==> src/rtl/burst_top.sv <==
// burst_top: command FSM driving a 16 x 32-bit memory with incrementing,
// wrapping address bursts. Writes land from the accept edge onward; reads
// return one registered word per cycle starting one cycle after accept.
module burst_top (
  input  logic        clock,
  input  logic        reset,
  input  logic        io_start,
  input  logic        io_top_wr,
  input  logic        io_top_rd,
  input  logic [3:0]  io_top_address,
  input  logic [3:0]  io_top_length,
  input  logic [31:0] io_top_wdata,
  output logic [31:0] io_top_rdata
);

  localparam int unsigned AW    = 4;
  localparam int unsigned DW    = 32;
  localparam int unsigned DEPTH = 16;

  typedef enum logic [1:0] {
    S_IDLE  = 2'd0,
    S_WRITE = 2'd1,
    S_READ  = 2'd2
  } state_t;

  state_t          r_state;
  logic [AW-1:0]   r_addr;
  logic [AW-1:0]   r_cnt;
  logic [AW-1:0]   r_len;
  logic [DW-1:0]   r_rdata;
  logic [DW-1:0]   r_mem [DEPTH];

  logic [AW-1:0]   w_beat_addr;
  logic            w_last_beat;
  logic            w_accept;

  // Current beat address wraps naturally in 4 bits; last beat is cnt == L-1
  assign w_beat_addr = r_addr + r_cnt;
  assign w_last_beat = (r_cnt == (r_len - AW'(1)));
  assign w_accept    = io_start & (io_top_wr | io_top_rd) & (io_top_length != '0);
  assign io_top_rdata = r_rdata;

  // Burst FSM, beat counter, memory and read-data register
  always_ff @(posedge clock) begin
    if (reset) begin
      r_state <= S_IDLE;
      r_addr  <= '0;
      r_cnt   <= '0;
      r_len   <= '0;
      r_rdata <= '0;
      for (int i = 0; i < int'(DEPTH); i++) begin
        r_mem[i] <= '0;
      end
    end else begin
      case (r_state)
        S_IDLE: begin
          if (w_accept) begin
            r_addr <= io_top_address;
            r_len  <= io_top_length;
            if (io_top_wr) begin
              // Write wins over read; beat 0 lands on the accept edge
              r_mem[io_top_address] <= io_top_wdata;
              r_cnt   <= AW'(1);
              r_state <= (io_top_length > AW'(1)) ? S_WRITE : S_IDLE;
            end else begin
              r_cnt   <= '0;
              r_state <= S_READ;
            end
          end
        end
        S_WRITE: begin
          r_mem[w_beat_addr] <= io_top_wdata;
          r_cnt <= r_cnt + AW'(1);
          if (w_last_beat) begin
            r_state <= S_IDLE;
          end
        end
        S_READ: begin
          r_rdata <= r_mem[w_beat_addr];
          r_cnt   <= r_cnt + AW'(1);
          if (w_last_beat) begin
            r_state <= S_IDLE;
          end
        end
        default: begin
          r_state <= S_IDLE;
        end
      endcase
    end
  end

endmodule

==> config.mk <==
export PLATFORM = sky130hd
export DESIGN_NAME = burst_top
export DESIGN_NICKNAME = d
export VERILOG_FILES = /design/src/rtl/burst_top.sv
export SDC_FILE = /design/constraint.sdc
export NUM_CORES = 1
export LEC_CHECK = 0
export ABC_CLOCK_PERIOD_IN_PS = 8100
export CAP_MARGIN = 40
export CORE_MARGIN = 2
export CORE_UTILIZATION = 44
export CTS_CLUSTER_SIZE = 14
export DETAILED_ROUTE_END_ITERATION = 7
export SLEW_MARGIN = 10
export SYNTH_ARGS = -nofsm -noshare
export SYNTH_HDL_FRONTEND = slang
export SYNTH_SLANG_ARGS = --single-unit
export TNS_END_PERCENT = 50
==> constraint.sdc <==
create_clock -name clock -period 8.1 [get_ports clock]
set_input_delay 2.025 -clock clock [delete_from_list [all_inputs] [get_ports clock]]
set_output_delay 2.025 -clock clock [all_outputs]
set_load 0.005 [all_outputs]
Word level (Yosys, flattened, before mapping)
Memories as Yosys holds them, arrays and structs flattened. A register that Yosys moved wholly into a read port is not among the register bits.
Cells that the tools add are included.
- $add $sub $neg: 3
- order comparisons: 1
- equal/unequal tests: 5
- multiplexer cells: 24
- bitwise logic cells: 3
- reduce and logical (&&, ||, !) cells: 9
- operator list (cell ; number):
    2-to-1 mux 32 bit ; 2
    OR reduction 32 bit ; 2
    2-to-1 mux 1 bit ; 14
    2-to-1 mux 4 bit ; 3
    one-hot mux 4 bit (2 select lines) ; 1
    2-to-1 mux 2 bit ; 3
    AND reduction 2 bit ; 3
    adder 4 x 1 -> 4 bit, second input constant ; 1
    adder 4 bit ; 1
    equality test 4 bit ; 1
    > comparator 4 x 1 -> 1 bit, second input constant ; 1
    one-hot mux 2 bit (2 select lines) ; 1
    nonzero test 4 bit ; 1
    subtractor 4 x 1 -> 4 bit, second input constant ; 1
    bitwise AND 1 bit ; 2
    equality test 2 x 1 -> 1 bit, second input constant ; 1
    equality test 2 bit, second input constant ; 1
    zero test 2 bit ; 1
    inequality test 2 x 1 -> 1 bit, second input constant ; 1
    inequality test 2 bit, second input constant ; 1
    nonzero test 2 bit ; 1
    OR reduction 2 bit ; 1
    bitwise OR 1 bit ; 1
- flip-flop bits (word level): 14
- bits in writable memories: 512
- input port bits: 45
- output and inout bits: 32
- word-level logic and storage cells: 50
- memories: 1
- memories (memory ; depth ; width ; read ports ; clocked after Yosys merged registers in ; write ports ; line ; text):
    r_mem ; 16 ; 32 ; 1 ; 1 ; 16 ; 31 ; logic [DW-1:0] r_mem [DEPTH];

Depth between registers and ports, before layout
- depth in word-level cells: 10
- gate-level depth with buffers: 9
- mapped depth without buffers: 7

Worst setup path after synthesis
No wires, ideal clock.
- path kind: input port to flip-flop
- from: in reset
- to: mem r_mem[13][0], enable pin
- library setup time: 0.388 ns
- data arrival time: 3.948 ns
- data required time: 7.712 ns
- slack: 3.764 ns
- cell stages on the path: 6
- path buffers: 2
- cell sequence: nor2b_1 > buf_2 > mux2_2 > nor2_1 > clkbuf_1 > a21o_1
- RTL lines (what ; line ; text):
    start: declaration ; 6 ; input logic reset,
    end: declaration ; 31 ;

==> flow_metrics.env <==
export IMPL_cts_sinks=558
export IMPL_async_flop_share_pct=0
export IMPL_synth_edf_count=512
export IMPL_drtPass1Iterations=5
export IMPL_portBuffers=76
export IMPL_fin_nets=1788
export IMPL_max_cap_violations=0
export IMPL_path_clk_slew_ns=0.06
export IMPL_die_x_um=244.2
export IMPL_grt_setup_unrepaired="false"
export IMPL_routedWlPerCell_um=25.92
export IMPL_hpwlAfterDp_mm=37.36
export IMPL_finalSetupViolCount=0
export IMPL_diodes=0
export IMPL_power_share_combinational_pct=14.9
export IMPL_critical_path_required_ns=8.38
export IMPL_ant_nets=0
export IMPL_yosysTopAreaCell="edfxtp_1"
export IMPL_slew_violations=0
export IMPL_post_drt_via_cell_ratio=5.952
export IMPL_synth_area_top_cells="edfxtp_1 (61%), and3_1 (13%), mux4_2 (11%)"
export IMPL_cp_max_fo=64
export IMPL_wirelength_mm=66.06
export IMPL_start_kind="input pin"
export IMPL_arrival_ns=5.45
export IMPL_drive_gt1_share_pct=17.15
export IMPL_relSlewSlack_pct=32.84
export IMPL_cts_tree="done"
export IMPL_cts_hold_repair_buffers=0
export IMPL_power_share_clock_pct=38.1
export IMPL_ys_warn_count=0
export IMPL_worst_slew_pin_slew_ns=1.007
export IMPL_syn_nets=1804
export IMPL_synth_avg_cell_area_sq_um=14.51
export IMPL_max_freq_mhz=193.5
export IMPL_synth_cells=1750
export IMPL_synth_yosys_seq_area_share_pct=64.17
export IMPL_p_int_mw=5.246
export IMPL_cts_buffers=59
export IMPL_power_density_nw_per_um2=243.8
export IMPL_vias=15170
export IMPL_grt_pass1_wl_mm=99.37
export IMPL_die_area_sq_um=59650
export IMPL_grt_max_degree=93
export IMPL_initial_utilization_pct=44.27
export IMPL_crit_type="in2reg"
export IMPL_cts_resized=0
export IMPL_h_tree_depth=2
export IMPL_synth_top_area_share_pct=60.55
export IMPL_die_y_um=244.2
export IMPL_place_congestion=0.7469
export IMPL_ir_worst_vdd_v=0.0001754
export IMPL_finalSetupTns_ns=0
export IMPL_cts_setup_buffers=0
export IMPL_fin_area_sq_um=28860
export IMPL_p_sw_share_pct=25.44
export IMPL_finalCritPeriodShare_pct=63.82
export IMPL_cts_buffer_depth=3
export IMPL_clock_skew_ns=0.01560
export IMPL_cellLeakagePower_nw=12.09
export IMPL_yosys_most_used_dff="edfxtp_1"
export IMPL_antenna_found_initial=0
export IMPL_power_switching_mw=1.790
export IMPL_core_area_sq_um=57370
export IMPL_io_pins=77
export IMPL_ys_types=40
export IMPL_hold_viol=0
export IMPL_status="finished clean"
export IMPL_drcViolationCount=0
export IMPL_finalCriticalPeriod_ns=5.169
export IMPL_end_kind="register"
export IMPL_ys_ff_latch=558
export IMPL_grt_usage_pct=22.30
export IMPL_postPlaceCellArea_sq_um=26950
export IMPL_gr_total_overflow=0
export IMPL_seqPwrFrac_pct=47.0
export IMPL_cts_root_buf="clkbuf_16"
export IMPL_area_growth_syn_to_layout_pct=13.66
export IMPL_rows=88
export IMPL_clock_latency_ns=0.62
export IMPL_hold_path_class="reg2reg"
export IMPL_drtIter0Drc=1360
export IMPL_synthesis_area_sq_um=25390
export IMPL_grt_pass1_vias=15890
[layout by cell type (no fill, tap or decap), types with 2 or more instances in the layout]
cell / n
and3_1: 513
edfxtp_1: 512
nand2_1: 137
mux4_2: 128
clkdlybuf4s50_1: 76
a21oi_1: 75
clkbuf_16: 59
dfxtp_1: 46
a211o_1: 32
buf_4: 28
clkinv_2: 18
a21o_2: 16
buf_12: 13
nor2_1: 11
clkbuf_1: 10
xnor2_1: 9
clkinv_1: 9
inv_1: 8
ha_1: 7
buf_16: 7
nand3_1: 6
nor2_4: 5
mux2i_1: 5
bufinv_16: 5
o32ai_4: 4
clkinvlp_4: 4
nand2b_1: 3
nor2b_1: 3
o21ai_0: 3
clkbuf_8: 3
mux2i_4: 2
a211oi_1: 2
nor3_1: 2
a32oi_2: 2
inv_16: 2
[area by class of cell]
cell class | instances | area (sq um)
tap | 765 | 957.2
sequential | 558 | 16300
clock buffer | 72 | 1555
timing repair buffer | 125 | 1439
clock inverter | 39 | 352.8
multi-input combinational | 982 | 8233
fill | 4801 | 28500
inverter | 8 | 30.03
[routing by layer]
| metal | vias to the layer above | share of wire [%] | global-route usage [%] | routed length, um |
|---|---|---|---|---|
| met5 | - | 0 | 0 | 0 |
| met4 | 0 | 2.6 | 7.496 | 1727 |
| met3 | 99 | 5.8 | 3.073 | 3863 |
| met2 | 491 | 50 | 38.20 | 33290 |
| met1 | 7844 | 41 | 29.32 | 27180 |
| li1 | 6737 | - | - | - |
[cells by family (layout without fill, tap and decap cells)]
| kind of cell | after synthesis | after routing | synth area share (%) |
|---|---|---|---|
| XOR/XNOR | 12 | 12 | 0.4139 |
| AO/OA/AOI/OAI | 142 | 142 | 3.873 |
| adder cells (fa/ha/maj) | 9 | 9 | 0.4730 |
| AND/OR/NAND/NOR | 683 | 683 | 15.32 |
| multiplexers | 136 | 136 | 11.67 |
| flip-flops | 558 | 558 | 64.17 |
| buffers and inverters | 210 | 244 | 4.070 |
[registers in the layout, indices dropped and copies added, names as in the netlist]
signal	flops
io_top_rdata	32
r_cnt	4
r_mem	512
r_addr	4
r_len	4
r_state	2
[critical path: stages]
cell,delay [ns]
clkdlybuf4s50_1,0.63
buf_4,0.33
nor2b_1,0.27
buf_4,0.27
nand2_1,0.17
o32ai_4,0.18
buf_4,0.51
a21o_2,0.53
buf_4,0.47
[power groups by stage]
stage | Combinational, mW | Clock, mW | Sequential, mW
3_5_place_dp | 1.06 | 0 | 3.37
5_1_grt | 1.12 | 2.83 | 3.32
2_1_floorplan | 0.710 | 0 | 3.35
6_report | 1.05 | 2.68 | 3.31
3_3_place_gp | 1.00 | 0 | 3.36
4_1_cts | 1.06 | 2.72 | 3.31
[cells in the mapped netlist (10+ instances only)]
| cell | count |
|---|---|
| clkbuf_1 | 109 |
| edfxtp_1 | 512 |
| dfxtp_1 | 46 |
| a21oi_1 | 75 |
| xnor2_1 | 10 |
| buf_6 | 22 |
| mux4_2 | 128 |
| nand2_1 | 137 |
| a21o_1 | 17 |
| nor2_1 | 14 |
| and3_1 | 513 |
| a211o_1 | 32 |
| buf_2 | 61 |
[final timing paths]
check	start	end	slack [ns]	cells past startpoint
worst max-delay path	reset	r_mem[15][11]$_SDFFCE_PN0P_	2.93	9
worst min-delay path	io_top_rdata[2]$_SDFFE_PP0N_	io_top_rdata[2]$_SDFFE_PP0N_	0.46	1
worst max register to register	r_cnt[0]$_SDFFE_PP0P_	r_mem[8][12]$_SDFFCE_PN0P_	3.74	8
worst min register to register	io_top_rdata[2]$_SDFFE_PP0N_	io_top_rdata[2]$_SDFFE_PP0N_	0.46	1
[per-stage QoR]
stage                     util [%]  instances  power (mW)  worst slack, ns  hold slack, ns
after global placement       46.17       2417       4.363            2.266          0.4488
after detailed placement     46.99       2438       4.426            2.280          0.4506
after CTS                    50.31       2549       7.090            2.940          0.4642
after global routing         50.31       2549       7.270            2.731          0.4771
final                        50.31       2549       7.036            2.931          0.4594
after floorplan                  -       1750       4.063            3.764          0.4488
(Power assumes the default switching activity.)
